==> src/rtl/multicycle_issue_ctrl_pkg.sv <==
`default_nettype none
// ---------------------------------------------------------------------------
// multicycle_issue_ctrl_pkg : shared states, unit IDs and mode codes
// Revision: 1.0
// ---------------------------------------------------------------------------
package multicycle_issue_ctrl_pkg;

  typedef enum logic [1:0] {
    MIC_IDLE  = 2'd0,
    MIC_START = 2'd1,
    MIC_WAIT  = 2'd2,
    MIC_WB    = 2'd3
  } mic_state_e;

  localparam int UNIT_MUL = 0;
  localparam int UNIT_DIV = 1;
  localparam int UNIT_FPU = 2;

  // Mode codes understood by the multiplier and divider datapaths.
  localparam logic [1:0] MODE_MUL_LO    = 2'd0;
  localparam logic [1:0] MODE_MUL_UMULH = 2'd1;
  localparam logic [1:0] MODE_MUL_SMULH = 2'd2;
  localparam logic [1:0] MODE_DIV_UDIV  = 2'd0;
  localparam logic [1:0] MODE_DIV_SDIV  = 2'd1;
  localparam logic [1:0] MODE_DIV_UREM  = 2'd2;
  localparam logic [1:0] MODE_DIV_SREM  = 2'd3;

  function automatic int clog2_min1(input int v);
    return (v > 1) ? $clog2(v) : 1;
  endfunction

endpackage
`default_nettype wire

==> src/rtl/multicycle_issue_ctrl_watchdog.sv <==
`default_nettype none
// ---------------------------------------------------------------------------
// multicycle_issue_ctrl_watchdog : saturating WAIT-cycle counter with expiry
// Revision: 1.0
// ---------------------------------------------------------------------------
module multicycle_issue_ctrl_watchdog
  import multicycle_issue_ctrl_pkg::*;
#(
  parameter  int TIMEOUT_CYCLES = 256,
  localparam int CNT_W          = clog2_min1(TIMEOUT_CYCLES + 1)
) (
  input  logic clk,
  input  logic rst_n,
  input  logic clr,
  input  logic en,
  output logic expire
);

  localparam logic [CNT_W-1:0] CNT_SAT = (TIMEOUT_CYCLES == 0) ? {CNT_W{1'b1}}
                                                               : CNT_W'(TIMEOUT_CYCLES);

  logic [CNT_W-1:0] cnt_q, cnt_d;

  always_comb begin
    cnt_d = cnt_q;
    if (clr) begin
      cnt_d = '0;
    end else if (en && (cnt_q != CNT_SAT)) begin
      cnt_d = cnt_q + CNT_W'(1);
    end
  end

  always_ff @(posedge clk or negedge rst_n) begin
    if (!rst_n) begin
      cnt_q <= '0;
    end else begin
      cnt_q <= cnt_d;
    end
  end

  // cnt_q counts completed WAIT cycles, so the current one is the TIMEOUT-th at TIMEOUT-1.
  if (TIMEOUT_CYCLES > 0) begin : g_expire
    assign expire = en && (cnt_q >= CNT_W'(TIMEOUT_CYCLES - 1));
  end else begin : g_no_expire
    assign expire = 1'b0;
  end

endmodule
`default_nettype wire

==> src/rtl/multicycle_issue_ctrl.sv <==
`default_nettype none
// ---------------------------------------------------------------------------
// multicycle_issue_ctrl : start/done sequencer for long-latency execute units
// Revision: 1.0
// ---------------------------------------------------------------------------
module multicycle_issue_ctrl
  import multicycle_issue_ctrl_pkg::*;
#(
  parameter  int NUM_UNITS      = 3,
  parameter  int MODE_W         = 2,
  parameter  int REG_W          = 5,
  parameter  int TIMEOUT_CYCLES = 256,
  localparam int UNIT_W         = clog2_min1(NUM_UNITS)
) (
  input  logic                 clk,
  input  logic                 rst_n,
  input  logic                 stall,
  input  logic                 flush,
  input  logic                 req_valid,
  input  logic [UNIT_W-1:0]    req_unit,
  input  logic [MODE_W-1:0]    req_mode,
  input  logic [REG_W-1:0]     req_dest,
  output logic [NUM_UNITS-1:0] unit_start,
  output logic [NUM_UNITS-1:0] unit_abort,
  output logic [MODE_W-1:0]    unit_mode,
  input  logic [NUM_UNITS-1:0] unit_done,
  output logic                 wb_valid,
  output logic [REG_W-1:0]     wb_dest,
  output logic [UNIT_W-1:0]    wb_src,
  output logic                 pc_hold,
  output logic                 busy,
  output logic                 timeout_err
);

  mic_state_e           state_q, state_d;
  logic [UNIT_W-1:0]    unit_q, unit_d;
  logic [MODE_W-1:0]    mode_q, mode_d;
  logic [REG_W-1:0]     dest_q, dest_d;
  logic [NUM_UNITS-1:0] start_q, start_d;
  logic [NUM_UNITS-1:0] abort_q, abort_d;
  logic                 terr_q, terr_d;
  logic [NUM_UNITS-1:0] unit_oh;
  logic                 unit_in_range;
  logic                 accept;
  logic                 done_sel;
  logic                 wd_clr, wd_en, wd_expire;

  function automatic logic [NUM_UNITS-1:0] decode_unit(input logic [UNIT_W-1:0] u);
    logic [NUM_UNITS-1:0] oh;
    oh = '0;
    for (int i = 0; i < NUM_UNITS; i++) begin
      oh[i] = (u == UNIT_W'(i));
    end
    return oh;
  endfunction

  // Extra MSB keeps the range check correct when NUM_UNITS is a power of two.
  assign unit_in_range = ({1'b0, req_unit} < (UNIT_W + 1)'(NUM_UNITS));
  assign accept        = (state_q == MIC_IDLE) && req_valid && !stall && !flush && unit_in_range;
  assign unit_oh       = decode_unit(unit_q);
  assign done_sel      = |(unit_done & unit_oh);

  always_comb begin
    state_d  = state_q;
    unit_d   = unit_q;
    mode_d   = mode_q;
    dest_d   = dest_q;
    abort_d  = '0;
    terr_d   = terr_q;
    wd_clr   = 1'b0;
    wd_en    = 1'b0;
    wb_valid = 1'b0;
    case (state_q)
      MIC_IDLE: begin
        if (accept) begin
          unit_d  = req_unit;
          mode_d  = req_mode;
          dest_d  = req_dest;
          state_d = MIC_START;
        end
      end
      MIC_START: begin
        wd_clr = 1'b1;
        if (flush) begin
          abort_d = unit_oh;
          state_d = MIC_IDLE;
        end else begin
          state_d = MIC_WAIT;
        end
      end
      MIC_WAIT: begin
        wd_en = 1'b1;
        // flush beats done, done beats the watchdog
        if (flush) begin
          abort_d = unit_oh;
          state_d = MIC_IDLE;
        end else if (done_sel) begin
          state_d = MIC_WB;
        end else if (wd_expire) begin
          abort_d = unit_oh;
          terr_d  = 1'b1;
          state_d = MIC_IDLE;
        end
      end
      MIC_WB: begin
        if (flush) begin
          state_d = MIC_IDLE;
        end else if (!stall) begin
          wb_valid = 1'b1;
          state_d  = MIC_IDLE;
        end
      end
      default: state_d = MIC_IDLE;
    endcase
    start_d = (state_d == MIC_START) ? decode_unit(unit_d) : '0;
  end

  always_ff @(posedge clk or negedge rst_n) begin
    if (!rst_n) begin
      state_q <= MIC_IDLE;
      unit_q  <= '0;
      mode_q  <= '0;
      dest_q  <= '0;
      start_q <= '0;
      abort_q <= '0;
      terr_q  <= 1'b0;
    end else begin
      state_q <= state_d;
      unit_q  <= unit_d;
      mode_q  <= mode_d;
      dest_q  <= dest_d;
      start_q <= start_d;
      abort_q <= abort_d;
      terr_q  <= terr_d;
    end
  end

  multicycle_issue_ctrl_watchdog #(
    .TIMEOUT_CYCLES (TIMEOUT_CYCLES)
  ) u_watchdog (
    .clk    (clk),
    .rst_n  (rst_n),
    .clr    (wd_clr),
    .en     (wd_en),
    .expire (wd_expire)
  );

  assign unit_start  = start_q;
  assign unit_abort  = abort_q;
  assign unit_mode   = mode_q;
  assign wb_dest     = dest_q;
  assign wb_src      = unit_q;
  assign busy        = (state_q != MIC_IDLE);
  assign timeout_err = terr_q;
  assign pc_hold     = stall || accept || (state_q == MIC_START) || (state_q == MIC_WAIT);

endmodule
`default_nettype wire

==> config.mk <==
export PLATFORM = sky130hd
export DESIGN_NAME = multicycle_issue_ctrl
export DESIGN_NICKNAME = d
export VERILOG_FILES = /design/src/rtl/multicycle_issue_ctrl_pkg.sv /design/src/rtl/multicycle_issue_ctrl_watchdog.sv /design/src/rtl/multicycle_issue_ctrl.sv
export SDC_FILE = /design/constraint.sdc
export NUM_CORES = 1
export LEC_CHECK = 0
export CAP_MARGIN = 20
export CORE_MARGIN = 4
export CORE_UTILIZATION = 40
export CTS_CLUSTER_SIZE = 24
export DETAILED_ROUTE_END_ITERATION = 16
export PLACE_DENSITY_LB_ADDON = 0.1
export SYNTH_ARGS = -nofsm -noshare
export SYNTH_HDL_FRONTEND = slang
export SYNTH_SLANG_ARGS = --single-unit
==> constraint.sdc <==
create_clock -name clk -period 2.2 [get_ports clk]
set_clock_uncertainty 0.05 [all_clocks]
set_input_delay 0.22 -clock clk [delete_from_list [all_inputs] [get_ports clk]]
set_output_delay 0.22 -clock clk [all_outputs]
set_load 0.005 [all_outputs]
==> results of run 1 <==
## sequential cells by signal, summed over array words and instances (netlist names)
name,flops
state_q,2
timeout_err,1
u_watchdog.cnt_q,9
unit_abort,3
unit_mode,2
unit_start,3
wb_dest,5
wb_src,2
## path summary, 6_finish.rpt
check | to | cells past startpoint
setup / recovery | pc_hold | 6
hold / removal | unit_abort[2] | 2
setup reg to reg | unit_start[0] | 8
hold reg to reg | timeout_err | 1
max in group asynchronous | wb_dest[1] | 2
min in group clk | unit_mode[1] | 2
## power by group
group	internal, uW	switching (uW)	total (uW)
Clock	71.0	144	215
Sequential	643	120	763
Combinational	598	420	1020
## through the flow
stage | std cells | TNS, ns | hold WS (ns) | setup slack (ns)
floorplan | 130 | 0 | -0.126 | 0.258
global placement | 216 | 0 | 0.404 | 0.134
detailed placement | 216 | 0 | 0.416 | 0.0232
CTS | 221 | 0 | 0.196 | 0.0111
global route | 222 | -0.0181 | 0.208 | -0.00944
finish | 222 | 0 | 0.194 | 0.0792
## worst register-to-register path, cell delays in order (launching register included)
cell and delay (ns):
dfrtp_1 0.44, inv_2 0.09, ha_4 0.16, nand2_2 0.06
a2111oi_4 0.36, buf_4 0.26, mux2i_1 0.32, inv_1 0.09
nor3_1 0.16
## what timing repair did
action	in CTS	in global routing
resized for setup	5	4
pin swaps	1	0
setup endpoints to repair	2	5
setup buffers	1	1
## layout by cell type, fill, tap and decap left out, types with 2 or more instances in the layout
| cell | n |
|---|---|
| and4bb_2 | 2 |
| xor2_1 | 3 |
| inv_1 | 8 |
| ha_1 | 6 |
| xnor2_1 | 2 |
| nor2_1 | 14 |
| mux2_2 | 8 |
| mux2i_1 | 2 |
| a21oi_1 | 4 |
| nand4_1 | 3 |
| nand2_2 | 2 |
| clkbuf_4 | 3 |
| o21ai_0 | 3 |
| nand2_1 | 5 |
| buf_4 | 11 |
| a31oi_1 | 2 |
| dfrtp_1 | 27 |
| inv_2 | 2 |
| clkdlybuf4s50_1 | 34 |
| nor3_1 | 4 |
## final cells by class
| cell class | instances | area [um^2] |
|---|---|---|
| tap | 46 | 57.6 |
| clock buffer | 4 | 26.3 |
| timing repair buffer | 46 | 433 |
| inverter | 10 | 37.5 |
| multi-input combinational | 89 | 734 |
| fill | 312 | 1450 |
| sequential | 27 | 676 |
## layer usage
layer  part of all wire (%)  GRT usage, %
met2                     45          23.1
met3                    7.1          3.78
met1                     48          20.3
met5                      0             0
met4                   0.80          3.72
## kinds of logic (layout without fill, tap and decap cells)
logic type / count (synthesis) / count (layout) / share of synthesized area, %
xor+xnor: 5 / 5 / 3.03
compound gates: 23 / 23 / 13.8
mux: 10 / 10 / 7.61
fa+ha+maj: 7 / 7 / 6.05
simple gates: 44 / 44 / 18.3
buf+inv: 14 / 60 / 4.49
flops: 27 / 27 / 46.7
==> impl_metrics.tcl, run 1 <==
set metrics [dict create \
    status "finished, final reports clean" \
    cts_buffer_depth 2 \
    cap_violations 0 \
    grt_usage_pct 14.8 \
    routed_wl_um 3110 \
    synth_cells 130 \
    setup_viol 0 \
    vias 1129 \
    hold_viol 0 \
    core_area_um2 3420 \
    p_total_uw 2000 \
    antenna_left 0 \
    hpwl_um 2340 \
    crit_family "simple AND/OR/NAND/NOR gates" \
    ctsHoldBuffers 0 \
    crit_slowest_cell "or4_4" \
    grt_antenna_before_repair 0 \
    ir_drop_uv 485 \
    clk_transition_reported_paths_ns 0.14 \
    globalplace.congestion 0.905 \
    area.growth.synth_to_final_pct 35.7 \
    place.port_buffers 35 \
    n_antenna_cell 0 \
    grt_pass1_vias 1113 \
    crit_fanout 5 \
    wl_per_cell_um 14.0 \
    worstReg2RegStart "state_q[0]" \
    initial_core_util_pct 42.4 \
    cp_data_arrival_time_ns 1.85 \
    startpoint "state_q[0]" \
    period_minus_slack_ns 2.12 \
    crit_type "reg2out" \
    rows 21 \
    cts_made_buffers 3 \
    fmax_mhz 472 \
    cts_sinks 27 \
    async_reset_ff_share_pct 100 \
    drv_slew 0 \
    leakagePower_uw 0.000815 \
    cp_data_required_time_ns 1.93 \
    synth_seq_cells 27 \
    cts_tree "done" \
    synth.most_common_cell "dfrtp_1" \
    grt_pass1_wl_um 5110 \
    die_w_um 68.2 \
    fin_util_pct 57.5 \
    nets 201 \
    critical_path.cell_chain "inv_2 -> ha_4 -> nand2_2 -> a2111oi_4 -> or4_4 -> clkdlybuf4s15_1" \
    drt_iter0_drc 84 \
    r2r_slack_ns 0.14 \
    first_pass_iters 4 \
    drc 0 \
    design_area_um2 1960 \
    overflow 0 \
    yosys.cell_types.count 47 \
    ys_seq_area_share_pct 46.7 \
    synth-edff-count 0 \
    fin_crit_sh_pct 96.4 \
    grt_max_degree 28 \
    synth.top_cell.area_share_pct 46.7 \
    max_stage_delay_ns 0.52 \
    htree_levels 1 \
    synth_warnings 0 \
    routed_via_density 5.09 \
    hp-class "in2async" \
    clock_latency_ns 0.32 \
    synthTopCellsByArea "dfrtp_1 47%, mux2_2 6.2%, ha_1 6.1%" \
    die_h_um 68.2 \
    cp-start-kind "flop" \
    synth_nets 154 \
    io_pins 36 \
    synth.cell_area_um2 1450 \
    yosys-top-cells-count "27 x dfrtp_1, 14 x nor2_1, 10 x inv_1" \
    max_slew_margin_pct 68.8 \
    cp-end-kind "output pin" \
    synthFlopType "dfrtp_1" \
    dieArea_um2 4650 \
    synth_area_per_cell_um2 11.1 \
    synth_top_cell_by_area "dfrtp_1" \
    worst-path-buf-inv 2 \
    drive_gt1_share_pct 23.3 \
    power_density_nw_per_um2 1020 \
    placed_area_um2 1900 \
    worst_pin_slew_ns 0.464 \
    ctsRootBufferMaster "clkbuf_4" \
]
Note: power is estimated with default switching activity, not from simulation.
==> run 2, diff against run 1 <==
Settings changed: PLACE_DENSITY from default to 0.67, PLACE_DENSITY_LB_ADDON 0.1 to default.
==> impl_metrics.tcl, run 2 (synthesis gave the netlist of run 1 again) <==
set metrics [dict create \
    clock_latency_ns 0.33 \
    cts_tree "done" \
    fmax_mhz 476 \
    die_h_um 68.2 \
    clk_transition_reported_paths_ns 0.15 \
    largest-register "u_watchdog.cnt_q" \
    crit_slowest_cell "clkdlybuf4s50_1" \
    combPwrFrac_pct 49.3 \
    io_pins 36 \
    core_area_um2 3420 \
    drc 0 \
    wl_per_cell_um 13.9 \
    cp-start-kind "flop" \
    initial_core_util_pct 42.4 \
    ctsRootBufferMaster "clkbuf_4" \
    cts_sinks 27 \
    finalNonFillerCells 220 \
    grt_antenna_before_repair 0 \
    dieArea_um2 4650 \
    cts_made_buffers 3 \
    hp-class "in2async" \
    grt_pass1_wl_um 5020 \
    grt_setup_unrepaired "false" \
    internal-power_uw 1280 \
    cts_buffer_depth 2 \
    max_slew_margin_pct 66.7 \
    grt_usage_pct 14.1 \
    worst_pin_slew_ns 0.496 \
    grt_pass1_vias 1115 \
    vias 1164 \
    overflow 0 \
    p_sw_share_pct 35.1 \
    crit_fanout 3 \
    cap_violations 0 \
    fin_crit_sh_pct 95.5 \
    cp_data_required_time_ns 1.93 \
    leakagePower_uw 0.000804 \
    nets 199 \
    startpoint "state_q[1]" \
    cp_data_arrival_time_ns 1.83 \
    worst-path-buf-inv 2 \
    whs_ns 0.190 \
    htree_levels 1 \
    routed_wl_um 3060 \
    worstReg2RegStart "state_q[1]" \
    hpwl_um 2330 \
    cp-end-kind "output pin" \
    status "finished, final reports clean" \
    place.port_buffers 35 \
    ir_drop_uv 422 \
    setup-tns-final_ns 0 \
    period_minus_slack_ns 2.10 \
    crit_type "reg2out" \
    layout_commonest_cell "clkdlybuf4s50_1" \
    mostFrequentLayoutCells "34 x clkdlybuf4s50_1, 27 x dfrtp_1, 14 x nor2_1" \
    p_sw_uw 689 \
    globalplace.congestion 0.822 \
    cp.depth 4 \
    r2r_cells 7 \
    ctsHoldBuffers 0 \
    antenna_left 0 \
    rows 21 \
    setup_viol 0 \
    area.growth.synth_to_final_pct 33.7 \
    crit_family "buffers and inverters" \
    die_w_um 68.2 \
    hold_viol 0 \
    fin_util_pct 56.7 \
    drive_gt1_share_pct 22.4 \
    drv_slew 0 \
    dp.cells 214 \
    drt_iter0_drc 35 \
    critical_path.cell_chain "buf_4 -> ha_1 -> nor3b_1 -> clkdlybuf4s50_1" \
    seqPwrFrac_pct 39.0 \
    first_pass_iters 4 \
    largest_reg_flops 9 \
    power_density_nw_per_um2 1020 \
    p_clk_share_pct 11.8 \
    grt_max_degree 28 \
    routed_via_density 5.29 \
    n_antenna_cell 0 \
    max_stage_delay_ns 0.55 \
]
==> run 2: layout make-up <==
type / instances / area (um^2)
tap: 46 / 57.6
sequential: 27 / 676
timing repair buffer: 44 / 413
multi-input combinational: 89 / 721
inverter: 10 / 37.5
clock inverter: 1 / 8.76
clock buffer: 3 / 22.5
fill: 303 / 1480
==> run 2: power groups by stage <==
stage | registers [uW] | clock network, uW | logic, uW
2_1_floorplan | 759 | 0 | 518
3_3_place_gp | 775 | 0 | 919
3_5_place_dp | 784 | 0 | 938
4_1_cts | 769 | 244 | 959
5_1_grt | 793 | 266 | 1060
6_report | 766 | 232 | 969
==> run 2: worst paths after layout <==
| kind | slack (ns) | endpoint |
|---|---|---|
| max | 0.10 | wb_valid |
| min | 0.19 | unit_start[1] |
| max reg2reg | 0.13 | unit_start[2] |
| min reg2reg | 0.44 | timeout_err |
| max in group asynchronous | 1.66 | timeout_err |
| min in group clk | 0.44 | wb_dest[3] |
==> run 2: per-layer routing <==
metal,vias to the layer above,global-route usage [%],part of all wire (%)
met5,-,0,0
met4,0,4.96,1.2
met3,6,2.30,6.1
met2,36,24.8,50
met1,564,17.3,43
li1,558,-,-
==> run 2: stage by stage <==
stage               setup WS (ns)  power, uW  area [um^2]
floorplan                   0.258       1280         1450
global placement            0.163       1690         1880
detailed placement          0.136       1720         1880
CTS                        0.0368       1970         1930
global route              0.00821       2120         1940
finish                      0.100       1970         1940
==> run 2: timing repair <==
action	4_1_cts	5_1_grt
hold endpoints to repair	0	0
pin swaps	1	0
resized for setup	4	3
endpoints found under the setup margin	1	5
buffers inserted	2	0
